$ cat src/rtl/stopwatch_ctrl.sv
// Four-digit BCD stopwatch: a prescaler divides clk into count ticks, and an
// IDLE/RUN/PAUSE/DONE controller gates counting and saturates at 9999.
module stopwatch_ctrl #(
  parameter int PRESCALE = 10
) (
  input  logic       clk,
  input  logic       reset,
  input  logic       i_start_stop,
  input  logic       i_clear,
  output logic [3:0] o_d0,
  output logic [3:0] o_d1,
  output logic [3:0] o_d2,
  output logic [3:0] o_d3,
  output logic       o_running,
  output logic       o_done
);

  localparam int PS_W = $clog2(PRESCALE);
  localparam logic [PS_W-1:0] PS_MAX = PS_W'(PRESCALE - 1);

  typedef enum logic [1:0] {
    ST_IDLE  = 2'd0,
    ST_RUN   = 2'd1,
    ST_PAUSE = 2'd2,
    ST_DONE  = 2'd3
  } state_t;

  state_t            r_state;
  state_t            w_state_nxt;
  logic [PS_W-1:0]   r_presc;
  logic [PS_W-1:0]   w_presc_nxt;
  logic [15:0]       r_digits;
  logic [15:0]       w_digits_nxt;
  logic              w_tick;
  logic              w_all9;

  // Decade cascade: a digit advances only while the carry is still alive;
  // anything at 9 (or corrupt above it) folds back to 0 and passes the carry on.
  function automatic logic [15:0] bcd_inc(input logic [15:0] d);
    logic [15:0] res;
    logic        carry;
    res   = d;
    carry = 1'b1;
    for (int k = 0; k < 4; k++) begin
      if (carry) begin
        if (d[4*k +: 4] >= 4'd9) begin
          res[4*k +: 4] = 4'd0;
        end else begin
          res[4*k +: 4] = d[4*k +: 4] + 4'd1;
          carry         = 1'b0;
        end
      end
    end
    return res;
  endfunction

  assign w_tick = (r_state == ST_RUN) && (r_presc == PS_MAX);
  assign w_all9 = (r_digits == 16'h9999);

  always_ff @(posedge clk or posedge reset) begin
    if (reset) begin
      r_state <= ST_IDLE;
    end else begin
      r_state <= w_state_nxt;
    end
  end

  always_ff @(posedge clk or posedge reset) begin
    if (reset) begin
      r_presc  <= '0;
      r_digits <= '0;
    end else begin
      r_presc  <= w_presc_nxt;
      r_digits <= w_digits_nxt;
    end
  end

  // Clear wins over everything; otherwise a tick is applied first and the
  // start/stop command then acts on the pre-edge state, unless the tick saturated.
  always_comb begin
    w_state_nxt  = r_state;
    w_presc_nxt  = r_presc;
    w_digits_nxt = r_digits;
    if (i_clear) begin
      w_state_nxt  = ST_IDLE;
      w_presc_nxt  = '0;
      w_digits_nxt = '0;
    end else begin
      if (r_state == ST_RUN) begin
        w_presc_nxt = w_tick ? '0 : r_presc + PS_W'(1);
      end
      if (w_tick) begin
        if (w_all9) begin
          w_state_nxt = ST_DONE;
        end else begin
          w_digits_nxt = bcd_inc(r_digits);
        end
      end
      if (i_start_stop && (w_state_nxt != ST_DONE)) begin
        case (r_state)
          ST_IDLE:  w_state_nxt = ST_RUN;
          ST_RUN:   w_state_nxt = ST_PAUSE;
          ST_PAUSE: w_state_nxt = ST_RUN;
          default:  w_state_nxt = r_state;
        endcase
      end
    end
  end

  assign o_d0      = r_digits[3:0];
  assign o_d1      = r_digits[7:4];
  assign o_d2      = r_digits[11:8];
  assign o_d3      = r_digits[15:12];
  assign o_running = (r_state == ST_RUN);
  assign o_done    = (r_state == ST_DONE);

endmodule
$ cat config.mk
export PLATFORM = sky130hd
export DESIGN_NAME = stopwatch_ctrl
export DESIGN_NICKNAME = d
export VERILOG_FILES = /design/src/rtl/stopwatch_ctrl.sv
export SDC_FILE = /design/constraint.sdc
export NUM_CORES = 1
export LEC_CHECK = 0
export CAP_MARGIN = 20
export CORE_MARGIN = 4
export CORE_UTILIZATION = 47
export DETAILED_ROUTE_END_ITERATION = 8
export GPL_TIMING_DRIVEN = 0
export PLACE_DENSITY = 0.78
export SETUP_SLACK_MARGIN = 0.05
export SLEW_MARGIN = 20
export SYNTH_ARGS = -nofsm -noshare
export SYNTH_HDL_FRONTEND = slang
export SYNTH_SLANG_ARGS = --single-unit
$ cat constraint.sdc
create_clock -name clk -period 2 [get_ports clk]
set_input_delay 0.4 -clock clk [delete_from_list [all_inputs] [get_ports clk]]
set_output_delay 0.4 -clock clk [all_outputs]
set_load 0.005 [all_outputs]
* Word level (Yosys, flattened, before mapping)
Cells that the tools add are included.
** Storage, ports and cells
- Register bits :: 22
- Bits of input ports :: 4
- Output and inout bits :: 18
- Logic and storage cells :: 69
** Operators by class
- Add/subtract/negate cells :: 5
- Magnitude comparators :: 4
- Eq/ne operators :: 8
- Muxes and demuxes :: 33
- Reduce and logical (&&, ||, !) cells :: 13
** Operators by type and width (count)
- 16-bit 2-to-1 mux :: 3
- 4-bit 2-to-1 mux :: 10
- 4-bit by 1-bit adder with 4-bit output (second input constant) :: 5
- 16-bit == test (second input constant) :: 1
- 4-bit greater-or-equal comparator (second input constant) :: 4
- 1-bit 2-to-1 mux :: 14
- 2-bit 2-to-1 mux :: 5
- 2-bit nonzero test :: 5
- 3-bit AND reduction :: 3
- 2-bit == test (second input constant) :: 2
- 4-bit == test (second input constant) :: 1
- 2-bit != test (second input constant) :: 2
- 4-bit != test (second input constant) :: 1
- 2-bit one-hot mux with 2 select lines :: 1
- 2-bit by 1-bit == test with 1-bit output (second input constant) :: 1
- 1-bit logical AND :: 2
- 2-bit zero test :: 1
- 2-bit AND reduction :: 1
- 2-bit OR reduction :: 1

* Longest topological paths before layout
Gate-level depths: netlist of the first run.
- Word-level depth :: 17
- Mapped depth :: 8
- Mapped depth without buffers :: 7

* Worst setup path before layout of the first run
No wires, ideal clock.
- Path kind :: register to register
- Start :: register r_digits[1]
- End :: register r_digits[14]
- Library setup time :: 0.074 ns
- Arrival :: 2.073 ns
- Data required time :: 1.926 ns
- Path slack :: -0.147 ns
- Stages on the path, launching flop included :: 9
- Buffers on the path :: 1
- Clock period less this slack :: 2.147 ns
- Path through :: dfrtp_1 -> inv_1 -> ha_1 -> or4b_1 -> or3_4 -> and3_1 -> buf_6 -> a311o_1 -> o21ai_2
** On the way
- Longest elaborated chain between the ends :: 15
- Elaborated cells on any way between the ends :: 17
- Classes of those cells :: 1 x order compare; 2 x eq/ne; 12 x mux; 2 x reduce/logical
** RTL lines
- start, declared :: line 32 : logic [15:0] r_digits;
- start signal, assigned :: line 74 : r_digits <= w_digits_nxt;
- 4-bit greater-or-equal comparator :: line 46 : if (d[4*k +: 4] >= 4'd9) begin
- 1-bit 2-to-1 mux :: line 46
- 1-bit 2-to-1 mux :: line 93 : if (w_all9) begin
- 1-bit 2-to-1 mux :: line 92 : if (w_tick) begin
- 1-bit 2-to-1 mux :: line 84 : if (i_clear) begin
- 1-bit 2-to-1 mux :: line 45 : if (carry) begin
- 1-bit 2-to-1 mux :: line 93
- 1-bit 2-to-1 mux :: line 92
- 1-bit 2-to-1 mux :: line 84
- 1-bit 2-to-1 mux :: line 45
- 1-bit 2-to-1 mux :: line 93
- 1-bit 2-to-1 mux :: line 92
- 1-bit 2-to-1 mux :: line 84
- 2-bit nonzero test (no line)
- 3-bit AND reduction (no line) (*)
Mark *: on every way between the ends. The rest lies on a longest branch, timed or not. The select of a mux whose other input is x is not followed.
A chain may end at the register's enable or synchronous reset.

* Worst setup path after layout of the first run
- Start :: register r_digits[1]
- End :: register r_digits[8]
** On the way
- Longest elaborated chain between the ends :: 11
- Elaborated cells on any way between the ends :: 13
- Classes of those cells :: 1 x order compare; 2 x eq/ne; 8 x mux; 2 x reduce/logical
** RTL lines (line)
- 4-bit greater-or-equal comparator :: 46
- 1-bit 2-to-1 mux :: 46
- 1-bit 2-to-1 mux :: 93
- 1-bit 2-to-1 mux :: 92
- 1-bit 2-to-1 mux :: 84
- 1-bit 2-to-1 mux :: 45
- 1-bit 2-to-1 mux :: 93
- 1-bit 2-to-1 mux :: 92
- 1-bit 2-to-1 mux :: 84
- 2-bit nonzero test (no line)
- 3-bit AND reduction (no line) (*)
Marks and branches as above.

==> results of run 1 <==
layout make-up:
cell class	instances	area [um2]
Sequential cell	22	552
Tap cell	31	38.8
Timing Repair Buffer	32	308
Buffer	2	7.51
Multi-Input combinational cell	111	836
Inverter	15	56.3
Fill cell	215	947
Clock buffer	4	36.3
where the power goes:
group	leakage, nW	switching, mW	internal [mW]	total, mW
Clock	0.0210	0.134	0.111	0.245
Sequential	0.297	0.0516	0.477	0.529
Combinational	0.461	0.140	0.134	0.274
Total	0.779	0.326	0.722	1.05
cells in the mapped netlist (all sizes together), types with 6 or more instances:
library cell / count
nor2: 16
dfrtp: 22
nor3: 6
ha: 14
inv: 15
a21oi: 12
a31oi: 6
o21ai: 10
nand2: 11
how the worst min path moves through the flow:
stage / from / endpoint / slack, ns / cells after the start
after floorplan: reset / r_digits[0]$_DFFE_PP0P_ / 0.39 / 1
final: reset / r_presc[0]$_DFFE_PP0P_ / 0.55 / 2
after global placement: r_state[0]$_DFFE_PP0P_ / r_state[0]$_DFFE_PP0P_ / 0.50 / 1
after CTS: reset / r_digits[11]$_DFFE_PP0P_ / 0.57 / 2
after detailed placement: r_state[0]$_DFFE_PP0P_ / r_state[0]$_DFFE_PP0P_ / 0.53 / 1
after global routing: reset / r_presc[0]$_DFFE_PP0P_ / 0.61 / 2
per-stage QoR:
stage	worst slack, ns	utilization [%]
global route	-0.181	65.9
finish	-0.117	65.9
floorplan	-0.0810	-
global placement	-0.205	58.6
CTS	-0.135	62.4
detailed placement	-0.240	58.6
kinds of logic after synthesis:
logic type | share of synthesized area, %
and+or+nand+nor | 24.0
buffers and inverters | 5.73
adders and majority gates | 12.7
muxes | 0.728
DFF | 40.0
AOI/OAI and AO/OA | 16.7
worst max-delay path, stage by stage, from the launching register on:
cell and delay [ns]:
dfrtp_1 0.42, inv_2 0.09, ha_4 0.13, or4b_1 0.43
or3_4 0.38, and3_4 0.22, buf_6 0.13, a31oi_4 0.16
a21oi_2 0.04
what timing repair did:
| item | 4_1_cts | 5_1_grt |
|---|---|---|
| buffers inserted | 7 | 4 |
| pin swaps | 6 | 8 |
| setup endpoints to repair | 19 | 19 |
| gates resized for setup | 11 | 18 |
metal layers:
layer | vias up | GRT usage [%]
li1 | 603 | -
met1 | 577 | 23.6
met2 | 40 | 26.9
met3 | 8 | 4.13
met4 | 0 | 4.55
met5 | - | 0
sequential cells by signal (all words and copies together) (netlist names):
register and count:
r_state 2, r_presc 4, r_digits 16
==> flow_metrics.py, run 1 <==
metrics = {
    "outcome": {
        "run_status": "complete, but fails checks",
        "violations": "negative setup slack",
    },
    "die": {
        "die_width_um": 62.1,
        "core_area_um2": 2780,
        "ios": 22,
        "die-area_um2": 3860,
        "placementRows": 19,
        "dieHeight_um": 62.1,
        "initial_core_util_pct": 49.4,
    },
    "clock_tree": {
        "cts_hold_buf": 0,
        "root_buffer": "clkbuf_4",
        "htreeDepth": 1,
        "clk_latency_ns": 0.31,
        "cts_tree": "yes",
        "cts_max_path_buffers": 2,
        "numCtsBuffers": 3,
        "clock_sinks": 22,
        "clk_pin_slew_ns": 0.12,
    },
    "sta": {
        "setup_ws_ns": -0.117,
        "fin_crit_ns": 2.12,
        "slew_violations": 0,
        "setup_viol": 12,
        "slew_headroom_pct": 44.9,
        "worstMarginPinSlew_ns": 0.825,
        "hold_violations": 0,
        "hold_ws_ns": 0.546,
        "max_freq_mhz": 472,
        "period_share_pct": 106,
        "rsz0062_at_grt": "true",
        "tns_ns": -0.650,
        "fin_skew_ns": 0.00284,
    },
    "synthesis": {
        "yosysSeqAreaShare_pct": 40.0,
        "synth_top_cell_by_area": "dfrtp_1",
        "synth_ff_type": "dfrtp_1",
        "syn_nets": 170,
        "async_reset_ff_share_pct": 100,
        "synth.distinct_cells": 36,
        "syn_inst": 152,
        "syn_area_per_cell_um2": 9.05,
        "yosys-top-cells-area": "dfrtp_1, ha_1, a21oi_1",
        "synth_edf_count": 0,
        "synth_top_cell_area_share_pct": 40.0,
        "ys_ff_latch": 22,
        "yosysWarningCount": 0,
        "syn-cell-area_um2": 1380,
    },
    "power": {
        "total_power_mw": 1.05,
        "p_leak_nw": 0.779,
        "irDropWorstVdd_uv": 717,
        "power.density_nw_per_um2": 571,
    },
    "routing": {
        "drc": 0,
        "met2WireLength_um": 1500,
        "antenna_left": 0,
        "drtIter0Drc": 50,
        "met1_length_um": 1440,
        "route.met3.wl_um": 175,
        "post_drt_wl_per_cell_um": 14.6,
        "totalWireLength_um": 3160,
        "highest_layer": "met4",
        "dr_total_vias": 1228,
        "routed_via_density": 5.66,
        "first_pass_iters": 4,
    },
    "placement": {
        "hpwlAfterDp_um": 2150,
        "dp.cells": 204,
        "place_congestion": 0.785,
        "port_buffers": 21,
        "place_area_um2": 1630,
    },
    "cells_and_area": {
        "antennaDiodeCount": 0,
        "fin_cells": 217,
        "synthToLayoutAreaGrowth_pct": 33.4,
        "drive_above_1_share_pct": 21.0,
        "final_area_um2": 1830,
        "layout.nets": 205,
        "layout_common_cells": "clkdlybuf4s50_1, dfrtp_1, nor2_1",
    },
    "global_route": {
        "grt_pass1_vias": 1111,
        "antenna_found_initial": 0,
        "grt_pass1_wl_um": 4950,
        "grt-ovfl-total": 0,
        "grt_use_total_pct": 17.1,
        "grt_start_max_net_pins": 23,
    },
    "setup_path": {
        "critical_path_required_ns": 2.20,
        "startpoint_type": "flip-flop",
        "cp-end-kind": "flip-flop",
        "rr_worst_depth": 8,
        "r2r-end": "r_digits[8]$_DFFE_PP0P_",
        "worstPathMaxFanout": 8,
        "crit_start": "r_digits[1]$_DFFE_PP0P_",
        "reg2reg_from": "r_digits[1]$_DFFE_PP0P_",
        "critPathCapture": "r_digits[8]$_DFFE_PP0P_",
        "crit_type": "reg -> reg",
        "rrSetupSlack_ns": -0.12,
        "cp.arrival_ns": 2.31,
    },
    "job": {
        "cap_violations": 0,
    },
    "min_path": {
        "hold_class": "in -> async",
    },
}
No activity file was read; power rests on OpenSTA's default activity.
==> run 2: changes to the inputs <==
Settings changed: PLACE_DENSITY 0.78 to 0.8.
==> run 2 against run 1 <==
Compared with the run above: the flow still finishes with violations (negative setup slack); critical path depth down 1; non-clock buffer count up 2; maximum frequency up 1.5%; final cell count up 0.46%; die area unchanged; core utilization up 0.40 points; combinational power down 6%; count of clock-buffer cells in the layout down 1; hold slack worse by 0.0087 ns; clock power down 16%; critical path type unchanged; critical endpoint is now r_digits[13]$_DFFE_PP0P_; largest cell class unchanged.
==> flow_metrics.py, run 2 (synthesized netlist as in run 1, its figures left out) <==
metrics = {
    "outcome": {
        "run_status": "complete, but fails checks",
        "violations": "negative setup slack",
    },
    "die": {
        "core_area_um2": 2780,
        "dieHeight_um": 62.1,
        "ios": 22,
        "placementRows": 19,
        "initial_core_util_pct": 49.4,
        "die-area_um2": 3860,
        "die_width_um": 62.1,
    },
    "clock_tree": {
        "htreeDepth": 1,
        "cts_hold_buf": 0,
        "clock_sinks": 22,
        "numCtsBuffers": 3,
        "cts_max_path_buffers": 2,
        "root_buffer": "clkbuf_4",
        "clk_latency_ns": 0.32,
        "clk_pin_slew_ns": 0.12,
        "cts_tree": "yes",
    },
    "sta": {
        "hold_violations": 0,
        "worstMarginPinSlew_ns": 0.845,
        "slew_violations": 0,
        "slew_headroom_pct": 43.6,
        "period_share_pct": 104,
        "setup_viol": 10,
        "setup_ws_ns": -0.0867,
        "rsz0062_at_grt": "true",
        "max_freq_mhz": 479,
        "fin_skew_ns": 0.00766,
        "fin_crit_ns": 2.09,
    },
    "cells_and_area": {
        "final_common_cell": "dfrtp_1",
        "final_core_util_pct": 66.4,
        "largest_reg_flops": 16,
        "synthToLayoutAreaGrowth_pct": 34.2,
        "layout.nets": 207,
        "reg_top3": "r_digits: 16 flops, r_presc: 4 flops, r_state: 2 flops",
        "antennaDiodeCount": 0,
        "regMostFlops": "r_digits",
        "drive_above_1_share_pct": 21.9,
        "layout_common_cells": "dfrtp_1, clkdlybuf4s50_1, nor2_1",
    },
    "routing": {
        "routed_via_density": 5.97,
        "dr_total_vias": 1301,
        "first_pass_iters": 4,
        "antenna_left": 0,
        "totalWireLength_um": 3490,
        "post_drt_wl_per_cell_um": 16.0,
        "drtIter0Drc": 38,
        "drc": 0,
    },
    "power": {
        "p_switching_uw": 322,
        "irDropWorstVdd_uv": 468,
        "pwr-share-seq_pct": 53.3,
        "p_comb_share_pct": 25.9,
        "intPower_uw": 674,
        "power_frac_clock_pct": 20.8,
        "power.density_nw_per_um2": 540,
        "p_sw_share_pct": 32.3,
        "total_power_uw": 997,
        "p_leak_nw": 0.798,
    },
    "placement": {
        "hpwlAfterDp_um": 2320,
        "place_congestion": 0.894,
        "port_buffers": 21,
    },
    "global_route": {
        "grt_pass1_vias": 1359,
        "grt_use_total_pct": 20.3,
        "grt_start_max_net_pins": 23,
        "antenna_found_initial": 0,
        "grt-ovfl-total": 0,
        "grt_pass1_wl_um": 5730,
    },
    "setup_path": {
        "cp-end-kind": "flip-flop",
        "cp.arrival_ns": 2.33,
        "r2r-end": "r_digits[13]$_DFFE_PP0P_",
        "worstPathMaxFanout": 8,
        "rrSetupSlack_ns": -0.09,
        "crit_type": "reg -> reg",
        "rr_worst_depth": 7,
        "reg2reg_from": "r_digits[1]$_DFFE_PP0P_",
        "critical_path_required_ns": 2.24,
        "startpoint_type": "flip-flop",
    },
    "min_path": {
        "hold_class": "in -> async",
    },
    "job": {
        "cap_violations": 0,
    },
}
## run 2: worst max-delay path: stages, from the launching register on
cell and delay [ns]:
dfrtp_1 0.40, inv_2 0.09, ha_4 0.13, or4b_4 0.45, or3_4 0.37, and3_4 0.22, a21o_1 0.20, o22ai_1 0.15
## run 2: power groups by stage
stage / Clock [mW] / Combinational, mW / Sequential (mW)
floorplan: 0 / 0.132 / 0.523
global placement: 0 / 0.223 / 0.529
detailed placement: 0 / 0.235 / 0.532
CTS: 0.205 / 0.246 / 0.526
global route: 0.218 / 0.295 / 0.536
finish: 0.207 / 0.258 / 0.531
## run 2: timing repair
| action | in CTS | in global routing |
|---|---|---|
| endpoints found under the setup margin | 19 | 19 |
| gates resized for setup | 29 | 8 |
| endpoints found under the hold margin | 0 | 0 |
| pin swaps | 18 | 6 |
| buffers inserted | 11 | 2 |
## run 2: metrics by stage
stage,area (um2),setup slack [ns],cells,hold slack (ns),TNS [ns]
6_report,1850,-0.0867,218,0.537,-0.481
5_1_grt,1850,-0.149,218,0.600,-1.30
4_1_cts,1810,-0.116,216,0.561,-0.572
3_5_place_dp,1630,-0.229,204,0.515,-2.72
3_3_place_gp,1630,-0.173,204,0.500,-1.61
2_1_floorplan,1380,-0.0810,152,0.389,-0.320
## run 2: worst max path at each step
stage                                 start                       end  slack, ns  depth (start not counted)
finish              r_digits[1]$_DFFE_PP0P_  r_digits[13]$_DFFE_PP0P_      -0.09                          7
global route        r_digits[1]$_DFFE_PP0P_  r_digits[12]$_DFFE_PP0P_      -0.15                          7
CTS                 r_digits[1]$_DFFE_PP0P_  r_digits[15]$_DFFE_PP0P_      -0.12                          7
detailed placement  r_digits[1]$_DFFE_PP0P_  r_digits[10]$_DFFE_PP0P_      -0.23                          7
global placement    r_digits[1]$_DFFE_PP0P_  r_digits[10]$_DFFE_PP0P_      -0.17                          7
floorplan           r_digits[1]$_DFFE_PP0P_  r_digits[14]$_DFFE_PP0P_      -0.08                          8
## run 2: per-layer routing
metal  vias to the layer above  global-route usage [%]  part of all wire (%)  wire length (um)
li1                        606                       -                     -                 -
met1                       635                    21.8                    42              1450
met2                        43                    34.8                    50              1730
met3                        17                    4.55                   4.7               163
met4                         0                    14.5                   4.1               143
met5                         -                       0                     0                 0
## run 2: area by class of cell
cell class / count / area (um2)
inverter: 15 / 56.3
clock buffer: 3 / 22.5
multi-input combinational: 111 / 840
tap: 31 / 38.8
buffer: 2 / 7.51
timing repair buffer: 34 / 329
sequential: 22 / 552
fill: 217 / 936
